$ cat config.mk
export PLATFORM = sky130hd
export DESIGN_NAME = alu_result_buffer
export DESIGN_NICKNAME = d
export VERILOG_FILES = /design/src/rtl/alu_result_buffer.sv
export SDC_FILE = /design/constraint.sdc
export NUM_CORES = 1
export LEC_CHECK = 0
export ABC_AREA = 1
export CORE_MARGIN = 5
export CORE_UTILIZATION = 49
export CTS_CLUSTER_DIAMETER = 200
export DETAILED_ROUTE_END_ITERATION = 16
export GPL_ROUTABILITY_DRIVEN = 0
export GPL_TIMING_DRIVEN = 0
export PLACE_DENSITY = 0.91
export SYNTH_ARGS = -nofsm -noshare
export SYNTH_HDL_FRONTEND = slang
export SYNTH_SLANG_ARGS = --single-unit
$ cat constraint.sdc
create_clock -name clk -period 10.45 [get_ports clk]
set_input_delay 1.045 -clock clk [delete_from_list [all_inputs] [get_ports clk]]
set_output_delay 1.045 -clock clk [all_outputs]
set_load 0.02 [all_outputs]
$ cat src/rtl/alu_result_buffer.sv
// alu_result_buffer
// Execute-to-memory stage register behind the RV32I ALU. A two-entry skid
// buffer (main + skid) sits under a valid/ready handshake, and the block also
// emits a one-cycle branch-redirect pulse for accepted taken branches.
//
// Ports:
//   clk, reset         core clock; asynchronous active-high reset
//   flush              synchronous discard of buffered entries and same-cycle input
//   in_valid/in_ready  upstream handshake (in_ready registered, 0 during reset)
//   in_*               ALU result, branch info, destination register, control bits
//   out_valid/out_ready downstream handshake for the head (main) entry
//   out_*              head entry fields
//   redirect_valid/pc  one-cycle pulse and target for an accepted taken branch
//   occupancy          number of entries held (0..2), registered
module alu_result_buffer #(
    parameter int unsigned DATA_WIDTH = 32,
    parameter int unsigned RD_WIDTH   = 5
) (
    input  logic                  clk,
    input  logic                  reset,
    input  logic                  flush,
    input  logic                  in_valid,
    output logic                  in_ready,
    input  logic [DATA_WIDTH-1:0] in_alu_out,
    input  logic                  in_branch_enable,
    input  logic                  in_is_branch,
    input  logic [DATA_WIDTH-1:0] in_branch_target,
    input  logic [RD_WIDTH-1:0]   in_rd,
    input  logic                  in_reg_write,
    input  logic                  in_mem_read,
    input  logic                  in_mem_write,
    output logic                  out_valid,
    input  logic                  out_ready,
    output logic [DATA_WIDTH-1:0] out_alu_out,
    output logic [RD_WIDTH-1:0]   out_rd,
    output logic                  out_reg_write,
    output logic                  out_mem_read,
    output logic                  out_mem_write,
    output logic                  redirect_valid,
    output logic [DATA_WIDTH-1:0] redirect_pc,
    output logic [1:0]            occupancy
);

    logic                  main_valid;
    logic                  skid_valid;
    logic                  main_valid_n;
    logic                  skid_valid_n;

    logic [DATA_WIDTH-1:0] main_alu_out;
    logic [RD_WIDTH-1:0]   main_rd;
    logic                  main_reg_write;
    logic                  main_mem_read;
    logic                  main_mem_write;

    logic [DATA_WIDTH-1:0] skid_alu_out;
    logic [RD_WIDTH-1:0]   skid_rd;
    logic                  skid_reg_write;
    logic                  skid_mem_read;
    logic                  skid_mem_write;

    logic                  accept;
    logic                  fire;
    logic                  taken;
    logic                  load_main_in;
    logic                  load_main_skid;
    logic                  load_skid;

    // in_ready depends only on the registered skid bit, so there is no
    // combinational path from out_ready back upstream.
    assign in_ready  = ~skid_valid & ~reset;
    assign out_valid = main_valid;
    assign accept    = in_valid & in_ready & ~flush;
    assign fire      = main_valid & out_ready;
    assign taken     = accept & in_is_branch & in_branch_enable;

    assign out_alu_out   = main_alu_out;
    assign out_rd        = main_rd;
    assign out_reg_write = main_reg_write;
    assign out_mem_read  = main_mem_read;
    assign out_mem_write = main_mem_write;

    always_comb begin
        main_valid_n   = main_valid;
        skid_valid_n   = skid_valid;
        load_main_in   = 1'b0;
        load_main_skid = 1'b0;
        load_skid      = 1'b0;
        if (flush) begin
            main_valid_n = 1'b0;
            skid_valid_n = 1'b0;
        end else if (!main_valid) begin
            if (accept) begin
                main_valid_n = 1'b1;
                load_main_in = 1'b1;
            end
        end else if (fire) begin
            if (skid_valid) begin
                // Skid holds the younger entry; it advances before any new input.
                load_main_skid = 1'b1;
                skid_valid_n   = 1'b0;
            end else if (accept) begin
                load_main_in = 1'b1;
            end else begin
                main_valid_n = 1'b0;
            end
        end else if (accept) begin
            load_skid    = 1'b1;
            skid_valid_n = 1'b1;
        end
    end

    always_ff @(posedge clk or posedge reset) begin
        if (reset) begin
            main_valid     <= 1'b0;
            skid_valid     <= 1'b0;
            occupancy      <= '0;
            redirect_valid <= 1'b0;
            redirect_pc    <= '0;
        end else begin
            main_valid     <= main_valid_n;
            skid_valid     <= skid_valid_n;
            occupancy      <= 2'(main_valid_n) + 2'(skid_valid_n);
            redirect_valid <= taken;
            if (taken) begin
                redirect_pc <= in_branch_target;
            end
        end
    end

    // Payload registers carry no reset; their valid bits qualify them.
    always_ff @(posedge clk) begin
        if (load_main_in) begin
            main_alu_out   <= in_alu_out;
            main_rd        <= in_rd;
            main_reg_write <= in_reg_write;
            main_mem_read  <= in_mem_read;
            main_mem_write <= in_mem_write;
        end else if (load_main_skid) begin
            main_alu_out   <= skid_alu_out;
            main_rd        <= skid_rd;
            main_reg_write <= skid_reg_write;
            main_mem_read  <= skid_mem_read;
            main_mem_write <= skid_mem_write;
        end
        if (load_skid) begin
            skid_alu_out   <= in_alu_out;
            skid_rd        <= in_rd;
            skid_reg_write <= in_reg_write;
            skid_mem_read  <= in_mem_read;
            skid_mem_write <= in_mem_write;
        end
    end

endmodule
==> impl_metrics.toml <==
[run_status]
status = "finished, final reports clean"

[timing]
setup_tns_ns = 0
hold_viol = 0
post-route-period-util_pct = 36.0
holdWs_ns = 0.469
rsz0062_at_grt = "no"
finalSetupViolCount = 0
worst_slew_pin_slew_ns = 0.712
min_period_ns = 3.77
clock_skew_ns = 0.0147
finalMaxSlewViolations = 0
fmax_ghz = 0.266
relSlewSlack_pct = 52.5

[yosys]
synth-simple-area-share_pct = 23.1
synth_top_area_share_pct = 52.1
synth_xor_xnor_area_share_pct = 0
synth.most_common_cell = "nand2_1"
syn_area_per_cell_um2 = 11.9
yosysSeqAreaShare_pct = 72.2
synth_flop_cell = "edfxtp_1"
synth_compound_area_share_pct = 0.326
ys_types = 17
synth.largest_area_cell = "edfxtp_1"
synth_common_cells = "nand2_1 (152), edfxtp_1 (80), nand4_1 (72)"
yosys-top-cells-area = "edfxtp_1 (52%), dfrtp_1 (20%), nand2_1 (12%)"
async_flop_share_pct = 31.6
yosys_warnings = 0
synth_top_family_by_area = "simple AND/OR/NAND/NOR gates"
ys_ff_latch = 117
syn_inst = 388
syn_nets = 468
synth_edf_count = 80
synthAdderAreaFrac_pct = 0.271
synth.mux.area_fraction_pct = 0
syn_area_um2 = 4610

[cts]
cts_root_buf = "clkbuf_8"
clockBufferDepth = 2
post_cts_buffers = 0
cts_tree = "built"
clk_latency_ns = 0.51
cts_sinks = 117
cts-resized-gates = 0
numCtsBuffers = 17
htreeDepth = 4
path_clk_slew_ns = 0.06
hold_buffers = 0

[routing]
drt_pre_antenna_iters = 5
drc = 0
ant_nets = 0
vias = 3852
first_iter_violations = 196
drt-total-wl_um = 13100
routed_via_density = 5.60
wl_per_cell_um = 19.0

[floorplan]
row_count = 35
fp.dieH_um = 107
start_util_pct = 50.1
core_area_um2 = 9200
io_pins = 156
dieWidth_um = 107
dieArea_um2 = 11400

[placed_design]
hpwl_um = 8930
io_buffers = 155
numPlacedInstances = 657

[setup_path]
cp-end-kind = "primary output"
crit_path_start_kind = "input port"
cp_cell_sequence = "clkdlybuf4s50_1 -> nor2_4 -> buf_4 -> buf_4 -> clkdlybuf4s50_1"
cpMaxStageDelayCell = "clkdlybuf4s50_1"
cp_max_fo = 10
cp_slowest_stage_delay_ns = 0.63
crit_family = "buffers and inverters"
r2r_cells = 5
crit_cells = 5
cp_data_arrival_time_ns = 2.72
path_class = "input port to primary output"
crit_buf_inv = 4
worst_ep_required_time_ns = 9.41

[power_and_ir_drop]
comb_power_share_pct = 14.4
vdd_drop_max_mv = 0.128
p_leak_nw = 2.93
pwr-share-clk_pct = 45.9
p_seq_share_pct = 39.7
power_density_nw_per_um2 = 195
swShare_pct = 24.4
p_int_w = 0.00104
power.total_w = 0.00137
switching_power_w = 0.000334

[finish]
postLayoutCoreUtil_pct = 76.5
layout-drive-gt1-share_pct = 10.9
fin_cells = 688
area_growth_pct = 52.5
nets = 645
antenna_cells = 0

[hold_path]
hold_path.class = "register to register"
hold_depth = 2

[grt]
grt_pass1_wl_um = 20900
grt_pass1_vias = 4039
gr-total-overflow = 0
antenna_found_initial = 0
grt_max_degree = 38
grtUsageTotal_pct = 23.8

[job]
max-cap-violations = 0
==> cell usage in the layout (no fill, tap or decap) <==
cell and instances:
nand3_2 1, buf_1 3, clkbuf_8 1, nand2_1 152
buf_4 10, o21ai_0 1, clkdlybuf4s50_1 155, clkbuf_1 3
buf_12 1, ha_1 1, buf_16 2, inv_6 4
nor2_4 2, nand4_1 72, clkinv_4 3, clkinvlp_4 1
clkbuf_16 16, o21ai_4 1, clkinv_2 1, edfxtp_1 80
dfrtp_1 37, inv_1 6, nand3_1 1, bufinv_16 5
a21oi_1 1, nor2_1 2, nor2_2 1, buf_2 14
==> per-stage QoR <==
| stage | setup slack [ns] | area (µm²) |
|---|---|---|
| floorplan | 5.96 | 4610 |
| global placement | 4.49 | 6300 |
| detailed placement | 6.66 | 6390 |
| CTS | 6.68 | 7030 |
| global route | 6.61 | 7030 |
| finish | 6.68 | 7030 |
==> layout make-up <==
cell class,instances,area [µm²]
clock inverter,14,224
timing repair buffer,158,1630
inverter,6,22.5
buffer,30,168
clock buffer,17,414
tap,111,139
multi-input combinational,235,1110
sequential,117,3330
fill,560,2160
==> layer usage <==
| metal | track usage (%) | wire length, µm | vias up |
|---|---|---|---|
| li1 | - | - | 1743 |
| met1 | 27.0 | 4940 | 1880 |
| met2 | 42.2 | 6810 | 213 |
| met3 | 8.13 | 1190 | 16 |
| met4 | 7.40 | 140 | 0 |
| met5 | 0 | 0 | - |
==> path summary, 6_finish.rpt <==
path | endpoint | slack (ns) | startpoint
hold / removal | redirect_pc[23] | 0.47 | redirect_pc[23]
setup / recovery | in_ready | 6.68 | reset
setup reg to reg | out_alu_out[9] | 8.45 | out_valid
min in group asynchronous | redirect_pc[13] | 1.08 | reset
max in group asynchronous | redirect_valid | 8.81 | reset
hold reg to reg | redirect_pc[23] | 0.47 | redirect_pc[23]
==> worst reg2reg max path, stage by stage (launching register included) <==
cell and delay, ns:
dfrtp_1 0.41, nand2_1 0.23, nand3_1 0.25, buf_2 0.28
o21ai_4 0.29, buf_16 0.25
==> kinds of logic (layout without fill, tap and decap cells) <==
| logic type | count (synthesis) | in the layout |
|---|---|---|
| flops | 117 | 117 |
| simple gates | 231 | 231 |
| compound gates | 3 | 3 |
| fa+ha+maj | 1 | 1 |
| buf+inv | 36 | 225 |
==> power by group through the flow <==
stage,sequential (W),combinational (W),clock (W)
floorplan,0.000590,0.0000452,0
global placement,0.000552,0.000190,0
detailed placement,0.000552,0.000197,0
CTS,0.000544,0.000200,0.000635
global route,0.000548,0.000212,0.000655
finish,0.000544,0.000198,0.000629
==> state kept, by name, indices dropped and copies added, names as in the netlist <==
name / count
out_alu_out: 32
redirect_pc: 32
skid_alu_out: 32
out_rd: 5
skid_rd: 5
occupancy: 2
out_mem_read: 1
out_mem_write: 1
out_reg_write: 1
out_valid: 1
redirect_valid: 1
skid_mem_read: 1
skid_mem_write: 1
skid_reg_write: 1
skid_valid: 1
Power figures use the tool's default switching activity.
